### src/rtl/acq_sched_pkg.sv
// Shared types and constants for the CPMG acquisition-window scheduler.
// State encoding is one-hot; the config check reduces to a single ok/bad bit.
package acq_sched_pkg;

    localparam int unsigned MIN_GAP_DEFAULT = 2;

    typedef enum logic [4:0] {
        ST_IDLE    = 5'b00001,
        ST_DLY     = 5'b00010,
        ST_WND_ON  = 5'b00100,
        ST_WND_OFF = 5'b01000,
        ST_FINISH  = 5'b10000
    } state_t;

    localparam logic CFG_OK  = 1'b1;
    localparam logic CFG_BAD = 1'b0;

endpackage

### src/rtl/acq_period_timer.sv
// Loadable down-counter timing each scheduler phase; load wins over enable.
// Terminal flag is ==0 on the registered count; the count saturates at zero.
module acq_period_timer #(
    parameter int TIME_WIDTH = 32
) (
    input  logic                  CLK,
    input  logic                  RESET_N,
    input  logic                  i_load,
    input  logic [TIME_WIDTH-1:0] i_load_val,
    input  logic                  i_en,
    output logic                  o_zero
);

    logic [TIME_WIDTH-1:0] r_cnt;

    always_ff @(posedge CLK or negedge RESET_N) begin
        if (!RESET_N) begin
            r_cnt <= '0;
        end else if (i_load) begin
            r_cnt <= i_load_val;
        end else if (i_en && (r_cnt != '0)) begin
            r_cnt <= r_cnt - TIME_WIDTH'(1);
        end
    end

    assign o_zero = (r_cnt == '0);

endmodule

### src/rtl/acq_echo_scheduler.sv
// Generates N ACQ_WND pulses per CPMG scan (first-echo delay, spacing, window length).
// All outputs registered; START sampled only in IDLE, ABORT cancels on the next edge.
module acq_echo_scheduler
    import acq_sched_pkg::*;
#(
    parameter int          ECHO_CNT_WIDTH = 16,
    parameter int          TIME_WIDTH     = 32,
    parameter int unsigned MIN_GAP        = MIN_GAP_DEFAULT
) (
    input  logic                      CLK,
    input  logic                      RESET_N,
    input  logic                      START,
    input  logic                      ABORT,
    input  logic [ECHO_CNT_WIDTH-1:0] ECHOES_PER_SCAN,
    input  logic [TIME_WIDTH-1:0]     FIRST_ECHO_DELAY,
    input  logic [TIME_WIDTH-1:0]     ECHO_SPACING,
    input  logic [TIME_WIDTH-1:0]     ACQ_WND_LEN,
    output logic                      ACQ_WND,
    output logic [ECHO_CNT_WIDTH-1:0] ECHO_IDX,
    output logic                      BUSY,
    output logic                      DONE,
    output logic                      CFG_ERR
);

    state_t                    r_state;
    logic                      r_acq_wnd;
    logic [ECHO_CNT_WIDTH-1:0] r_echo_idx;
    logic                      r_busy;
    logic                      r_done;
    logic                      r_cfg_err;
    logic [ECHO_CNT_WIDTH-1:0] r_echoes;
    logic [TIME_WIDTH-1:0]     r_spacing;
    logic [TIME_WIDTH-1:0]     r_len;

    logic                      w_cfg_ok;
    logic [TIME_WIDTH:0]       w_gap_need;
    logic                      w_last;
    logic                      w_tmr_load;
    logic [TIME_WIDTH-1:0]     w_tmr_val;
    logic                      w_tmr_en;
    logic                      w_tmr_zero;

    // One extra bit so a huge window length cannot wrap past the spacing check.
    assign w_gap_need = {1'b0, ACQ_WND_LEN} + (TIME_WIDTH+1)'(MIN_GAP);
    assign w_cfg_ok   = ((ECHOES_PER_SCAN != '0) && (FIRST_ECHO_DELAY != '0) &&
                         (ACQ_WND_LEN != '0) && (w_gap_need <= {1'b0, ECHO_SPACING}))
                        ? CFG_OK : CFG_BAD;
    assign w_last     = (r_echo_idx == (r_echoes - ECHO_CNT_WIDTH'(1)));

    // Each phase loads (length - 1) so the terminal edge lands exactly on the boundary.
    // The first delay is captured straight into the timer at START, so it needs no shadow copy.
    always_comb begin
        w_tmr_load = 1'b0;
        w_tmr_val  = '0;
        w_tmr_en   = 1'b0;
        case (r_state)
            ST_IDLE: begin
                if (START && !ABORT && (w_cfg_ok == CFG_OK)) begin
                    w_tmr_load = 1'b1;
                    w_tmr_val  = FIRST_ECHO_DELAY - TIME_WIDTH'(1);
                end
            end
            ST_DLY, ST_WND_OFF: begin
                if (w_tmr_zero) begin
                    w_tmr_load = 1'b1;
                    w_tmr_val  = r_len - TIME_WIDTH'(1);
                end else begin
                    w_tmr_en = 1'b1;
                end
            end
            ST_WND_ON: begin
                if (w_tmr_zero) begin
                    w_tmr_load = 1'b1;
                    w_tmr_val  = r_spacing - r_len - TIME_WIDTH'(1);
                end else begin
                    w_tmr_en = 1'b1;
                end
            end
            default: ;
        endcase
    end

    acq_period_timer #(
        .TIME_WIDTH (TIME_WIDTH)
    ) u_timer (
        .CLK        (CLK),
        .RESET_N    (RESET_N),
        .i_load     (w_tmr_load),
        .i_load_val (w_tmr_val),
        .i_en       (w_tmr_en),
        .o_zero     (w_tmr_zero)
    );

    always_ff @(posedge CLK or negedge RESET_N) begin
        if (!RESET_N) begin
            r_state    <= ST_IDLE;
            r_acq_wnd  <= 1'b0;
            r_echo_idx <= '0;
            r_busy     <= 1'b0;
            r_done     <= 1'b0;
            r_cfg_err  <= 1'b0;
            r_echoes   <= '0;
            r_spacing  <= '0;
            r_len      <= '0;
        end else begin
            r_done    <= 1'b0;
            r_cfg_err <= 1'b0;
            if ((r_state != ST_IDLE) && ABORT) begin
                r_state   <= ST_IDLE;
                r_acq_wnd <= 1'b0;
                r_busy    <= 1'b0;
            end else begin
                case (r_state)
                    ST_IDLE: begin
                        if (START && !ABORT) begin
                            if (w_cfg_ok == CFG_OK) begin
                                r_echoes   <= ECHOES_PER_SCAN;
                                r_spacing  <= ECHO_SPACING;
                                r_len      <= ACQ_WND_LEN;
                                r_echo_idx <= '0;
                                r_busy     <= 1'b1;
                                r_state    <= ST_DLY;
                            end else begin
                                r_cfg_err <= 1'b1;
                            end
                        end
                    end
                    ST_DLY: begin
                        if (w_tmr_zero) begin
                            r_acq_wnd  <= 1'b1;
                            r_echo_idx <= '0;
                            r_state    <= ST_WND_ON;
                        end
                    end
                    ST_WND_ON: begin
                        if (w_tmr_zero) begin
                            r_acq_wnd <= 1'b0;
                            r_state   <= w_last ? ST_FINISH : ST_WND_OFF;
                        end
                    end
                    ST_WND_OFF: begin
                        if (w_tmr_zero) begin
                            r_acq_wnd  <= 1'b1;
                            r_echo_idx <= r_echo_idx + ECHO_CNT_WIDTH'(1);
                            r_state    <= ST_WND_ON;
                        end
                    end
                    ST_FINISH: begin
                        r_done  <= 1'b1;
                        r_busy  <= 1'b0;
                        r_state <= ST_IDLE;
                    end
                    default: begin
                        r_state <= ST_IDLE;
                    end
                endcase
            end
        end
    end

    assign ACQ_WND  = r_acq_wnd;
    assign ECHO_IDX = r_echo_idx;
    assign BUSY     = r_busy;
    assign DONE     = r_done;
    assign CFG_ERR  = r_cfg_err;

endmodule

### config.mk
export PLATFORM = sky130hd
export DESIGN_NAME = acq_echo_scheduler
export DESIGN_NICKNAME = d
export VERILOG_FILES = /design/src/rtl/acq_sched_pkg.sv /design/src/rtl/acq_period_timer.sv /design/src/rtl/acq_echo_scheduler.sv
export SDC_FILE = /design/constraint.sdc
export NUM_CORES = 1
export LEC_CHECK = 0
export ABC_AREA = 1
export BUFFER_PORTS_ARGS = -buffer_cell sky130_fd_sc_hd__buf_2
export CORE_MARGIN = 5
export CORE_UTILIZATION = 55
export DETAILED_ROUTE_END_ITERATION = 7
export PLACE_DENSITY = 0.87
export REMOVE_ABC_BUFFERS = 1
export SLEW_MARGIN = 10
export SYNTH_ARGS = -nofsm -noshare
export SYNTH_HDL_FRONTEND = slang
export SYNTH_SLANG_ARGS = --single-unit
### constraint.sdc
create_clock -name CLK -period 2.2 [get_ports CLK]
set_clock_uncertainty 0.1 [all_clocks]
set_input_delay 0.33 -clock CLK [delete_from_list [all_inputs] [get_ports CLK]]
set_output_delay 0.33 -clock CLK [all_outputs]
set_load 0.005 [all_outputs]
==> out/metrics.cfg, run 1 <==
[status]
status=aborted with a tool error
stop_stage=5_1_grt
stop_error=[ERROR GRT-0232] Routing congestion too high. Check the congestion heatmap in the GUI.

[die]
start_util=0.557
io_pins=136
row_count=56
die_height_um=164
dieWidth_um=164

[global_route]
track_usage=0.649
grt_overflow=1
grt_start_max_net_pins=53
antenna_found_initial=14

[synthesis]
synth_top_flop_cell=dfrtp_1
synthTopCellsByArea=dfrtp_1, nand2_1, inv_1, nor2_1, ha_1
synth.avg_cell_area_um2=6.37
yosysSeqAreaShare=0.262
synth_top_area_cell=dfrtp_1
syn_area_um2=13100
synth_cell_types=55
post-synth-top-area-fraction=0.260
synthArstFlopShare=1.00
synth_edf_count=0
ys_ff_latch=137
syn-instance-count=2054
yosysWarnings=0

[placement]
dp_hpwl_um=37500
gp_congestion=1.16
io_buffer_count=135

[sta]
grt-worst-endpoint=u_timer.r_cnt[21]$_DFFE_PN0P_/D
worstEpCategory=register data pin

[clocking]
clk_path_buf_depth=2
cts_buffers=17
clock-sinks=137
htreeDepth=4
root_buffer=clkbuf_16

==> kinds of logic after synthesis <==
logic type | synth area share
adder cells (fa/ha/maj) | 0.0685
flip-flops | 0.262
buffers and inverters | 0.112
AND/OR/NAND/NOR | 0.356
XOR/XNOR | 0.0841
AO/OA/AOI/OAI | 0.118
==> synthesized netlist by cell type, types with 19 or more instances <==
library cell and number:
xor2_1 94, nor2_1 303, a21oi_1 72, ha_1 70
xnor2_1 29, dfrtp_1 136, nor4_1 22, nor3_1 42
or2_2 19, o21ai_1 83, nand2_1 444, nand3_1 144
o21ai_0 96, inv_1 309, nand4_1 48
==> metrics by stage <==
| step | hold slack [ns] | std cells | worst slack (ns) | cell area, µm² | setup TNS, ns |
|---|---|---|---|---|---|
| after floorplan | -0.0656 | 2008 | -4.44 | 12800 | -437.73 |
| after global placement | 0.215 | 2885 | -1.85 | 17200 | -228.03 |
| after detailed placement | 0.217 | 2885 | -2.05 | 17200 | -250.67 |
| after CTS | 0.0157 | 2939 | -1.38 | 18400 | -172.59 |
==> metal layers <==
metal,global-route usage,overflow
met5,0.341,0
met4,0.668,1
met3,0.479,0
met2,0.812,0
met1,0.638,0
==> repair_timing <==
action	4_1_cts
hold endpoints to repair	48
gates cloned	9
pin swaps	27
setup buffers	12
gates resized for setup	77
endpoints found under the setup margin	136
hold buffers	1
==> run 2: changes to the inputs <==
--- a/config.mk
+++ b/config.mk
@@ -8,9 +8,9 @@
 export ABC_AREA = 1
 export BUFFER_PORTS_ARGS = -buffer_cell sky130_fd_sc_hd__buf_2
 export CORE_MARGIN = 5
-export CORE_UTILIZATION = 55
+export CORE_UTILIZATION = 40
 export DETAILED_ROUTE_END_ITERATION = 7
-export PLACE_DENSITY = 0.87
+export PLACE_DENSITY_LB_ADDON = 0.15
 export REMOVE_ABC_BUFFERS = 1
 export SLEW_MARGIN = 10
 export SYNTH_ARGS = -nofsm -noshare
==> constraint.sdc (replaced) <==
create_clock -name CLK -period 2.9 [get_ports CLK]
set_clock_uncertainty 0.1 [all_clocks]
set_input_delay 0.435 -clock CLK [delete_from_list [all_inputs] [get_ports CLK]]
set_output_delay 0.435 -clock CLK [all_outputs]
set_load 0.005 [all_outputs]
==> run 2 against run 1 <==
Effect of this change: the flow now finishes, with violations (setup timing); synthesized cell count is the same; area after synthesis is the same.
==> out/metrics.cfg, run 2 <==
[synthesis]
synth_top_area_cell=dfrtp_1
yosysWarnings=0
post-synth-top-area-fraction=0.260
synthTopCellsByArea=dfrtp_1, nand2_1, inv_1, nor2_1, ha_1
synth_commonest_cells=nand2_1, inv_1, nor2_1, nand3_1, dfrtp_1
synth_most_common_cell=nand2_1
synth_edf_count=0
synthArstFlopShare=1.00
yosysSeqAreaShare=0.262
synth_top_flop_cell=dfrtp_1
synth_cell_types=55
syn-instance-count=2054
synth.avg_cell_area_um2=6.37
ys_ff_latch=137
syn_area_um2=13100

[sta]
setup_viol=134
min_period_over_period=1.25
worst_pin_slew_ns=0.715
min_period_ns=3.64
worst_slack_ns=-0.737
rsz0062_at_grt=yes
fmax_mhz=275
holdWs_ns=0.131
finalMaxSlewViolations=0
hold_violations=0
finalSetupTns_ns=-83.86
max-slew-margin-rel=0.522

[die]
dieWidth_um=191
die_height_um=191
io_pins=136
start_util=0.404
core-area_um2=32400
dieArea_um2=36400
row_count=66

[finish]
fin_nets=2528
layout_commonest_cell=nand2_1
top_regs=r_len (32), r_spacing (32), u_timer.r_cnt (32)
final_cell_mix=nand2_1, inv_1, nor2_1
final_core_util=0.528
finalInstanceArea_um2=17100
drive_gt1_frac=0.220
syn2layout_area_growth_pct=30.7
fin_cells=2797

[drt]
first_iter_violations=904
vias=14200
avgViaCountPerCell=5.06
drtAntennaViolNets=0
wire_per_inst_um=16.7
firstDrtPassIters=5
post-route-drc-count=0
drt-total-wl_um=46800

[status]
status=finished, violations left
violations=setup timing

[critical_path]
cp.required_ns=3.12
slowest_delay_ns=0.34
crit_slowest_cell=ha_1
path_max_fanout=6
crit_type=in2reg
crit_path_start_kind=primary input
cp-end-kind=flop
worst_ep_arrival_time_ns=3.86

[pwr]
power.density_nw_per_um2=827
power_mw=14.1
ir_drop_mv=0.478
leakagePower_nw=8.43

[placement]
dp.cells=2730
place_area_um2=15200
gp_congestion=0.974
dp_hpwl_um=36300
io_buffer_count=135
pre_cts_slack_ns=-1.46

[job]
max-cap-violations=0

[clocking]
path_clk_slew_ns=0.06
cts_buffers=17
clock-sinks=137
tritoncts=yes
root_buffer=clkbuf_16
worst_skew_pair.late_latency_ns=0.43
clk_path_buf_depth=2
htreeDepth=4

[global_route]
grt_start_max_net_pins=62
track_usage=0.254
grt_pass1_wl_um=73300
grt_pass1_vias=13800
grt_overflow=0
antenna_found_initial=1

[hold_path]
min_path_type=in2reg

## run 2: cell counts after synthesis
No cell type changed its count.
## run 2: final timing paths
path / from / end / slack [ns] / cells past startpoint
max: ACQ_WND_LEN[1] / u_timer.r_cnt[30] / -0.74 / 30
min: ACQ_WND_LEN[0] / r_len[0] / 0.13 / 3
max reg2reg: r_len[0] / u_timer.r_cnt[24] / 0.04 / 20
min reg2reg: r_spacing[0] / r_spacing[0] / 0.40 / 2
max in group asynchronous: RESET_N / r_len[29] / 1.44 / 3
min in group asynchronous: RESET_N / r_len[0] / 0.47 / 2
## run 2: critical path, delay by kind of cell
kind | cells | cell delay (ns)
buffers and inverters | 5 | 0.66
xor gates and xnor gates | 1 | 0.15
and+or+nand+nor | 20 | 1.97
adders and majority gates | 2 | 0.48
AOI/OAI and AO/OA | 2 | 0.16
## run 2: what timing repair did
item                       CTS  global route
hold endpoints to repair    58             0
resized for setup          115           105
hold buffers                 1             0
buffers inserted            16             7
setup endpoints to repair  134           134
cloned                       9             5
pin swaps                   19            38
## run 2: cells by family after synthesis
group | Yosys count | share of synthesized area
AO/OA/AOI/OAI | 289 | 0.118
XOR/XNOR | 124 | 0.0841
adder cells (fa/ha/maj) | 71 | 0.0685
buffers and inverters | 361 | 0.112
flip-flops | 137 | 0.262
AND/OR/NAND/NOR | 1072 | 0.356
## run 2: metal layers
metal / up-vias / track usage / part of all wire
li1: 7183 / - / -
met1: 6549 / 0.349 / 0.47
met2: 361 / 0.426 / 0.47
met3: 65 / 0.0273 / 0.039
met4: 0 / 0.0682 / 0.023
met5: - / 0 / 0
## run 2: layout make-up
class | count | area (µm²)
Antenna cell | 1 | 2.50
Clock buffer | 25 | 485
Clock inverter | 7 | 91.3
Fill cell | 3319 | 15300
Inverter | 315 | 1200
Multi-Input combinational cell | 1557 | 8880
Sequential cell | 137 | 3430
Tap cell | 442 | 553
Timing Repair Buffer | 313 | 2460
## run 2: where the power goes
| part | switching [mW] | internal (mW) |
|---|---|---|
| Sequential | 0.809 | 2.70 |
| Clock | 0.868 | 1.33 |
| Combinational | 5.19 | 3.24 |
| Total | 6.86 | 7.28 |
Power figures use the tool's default switching activity.
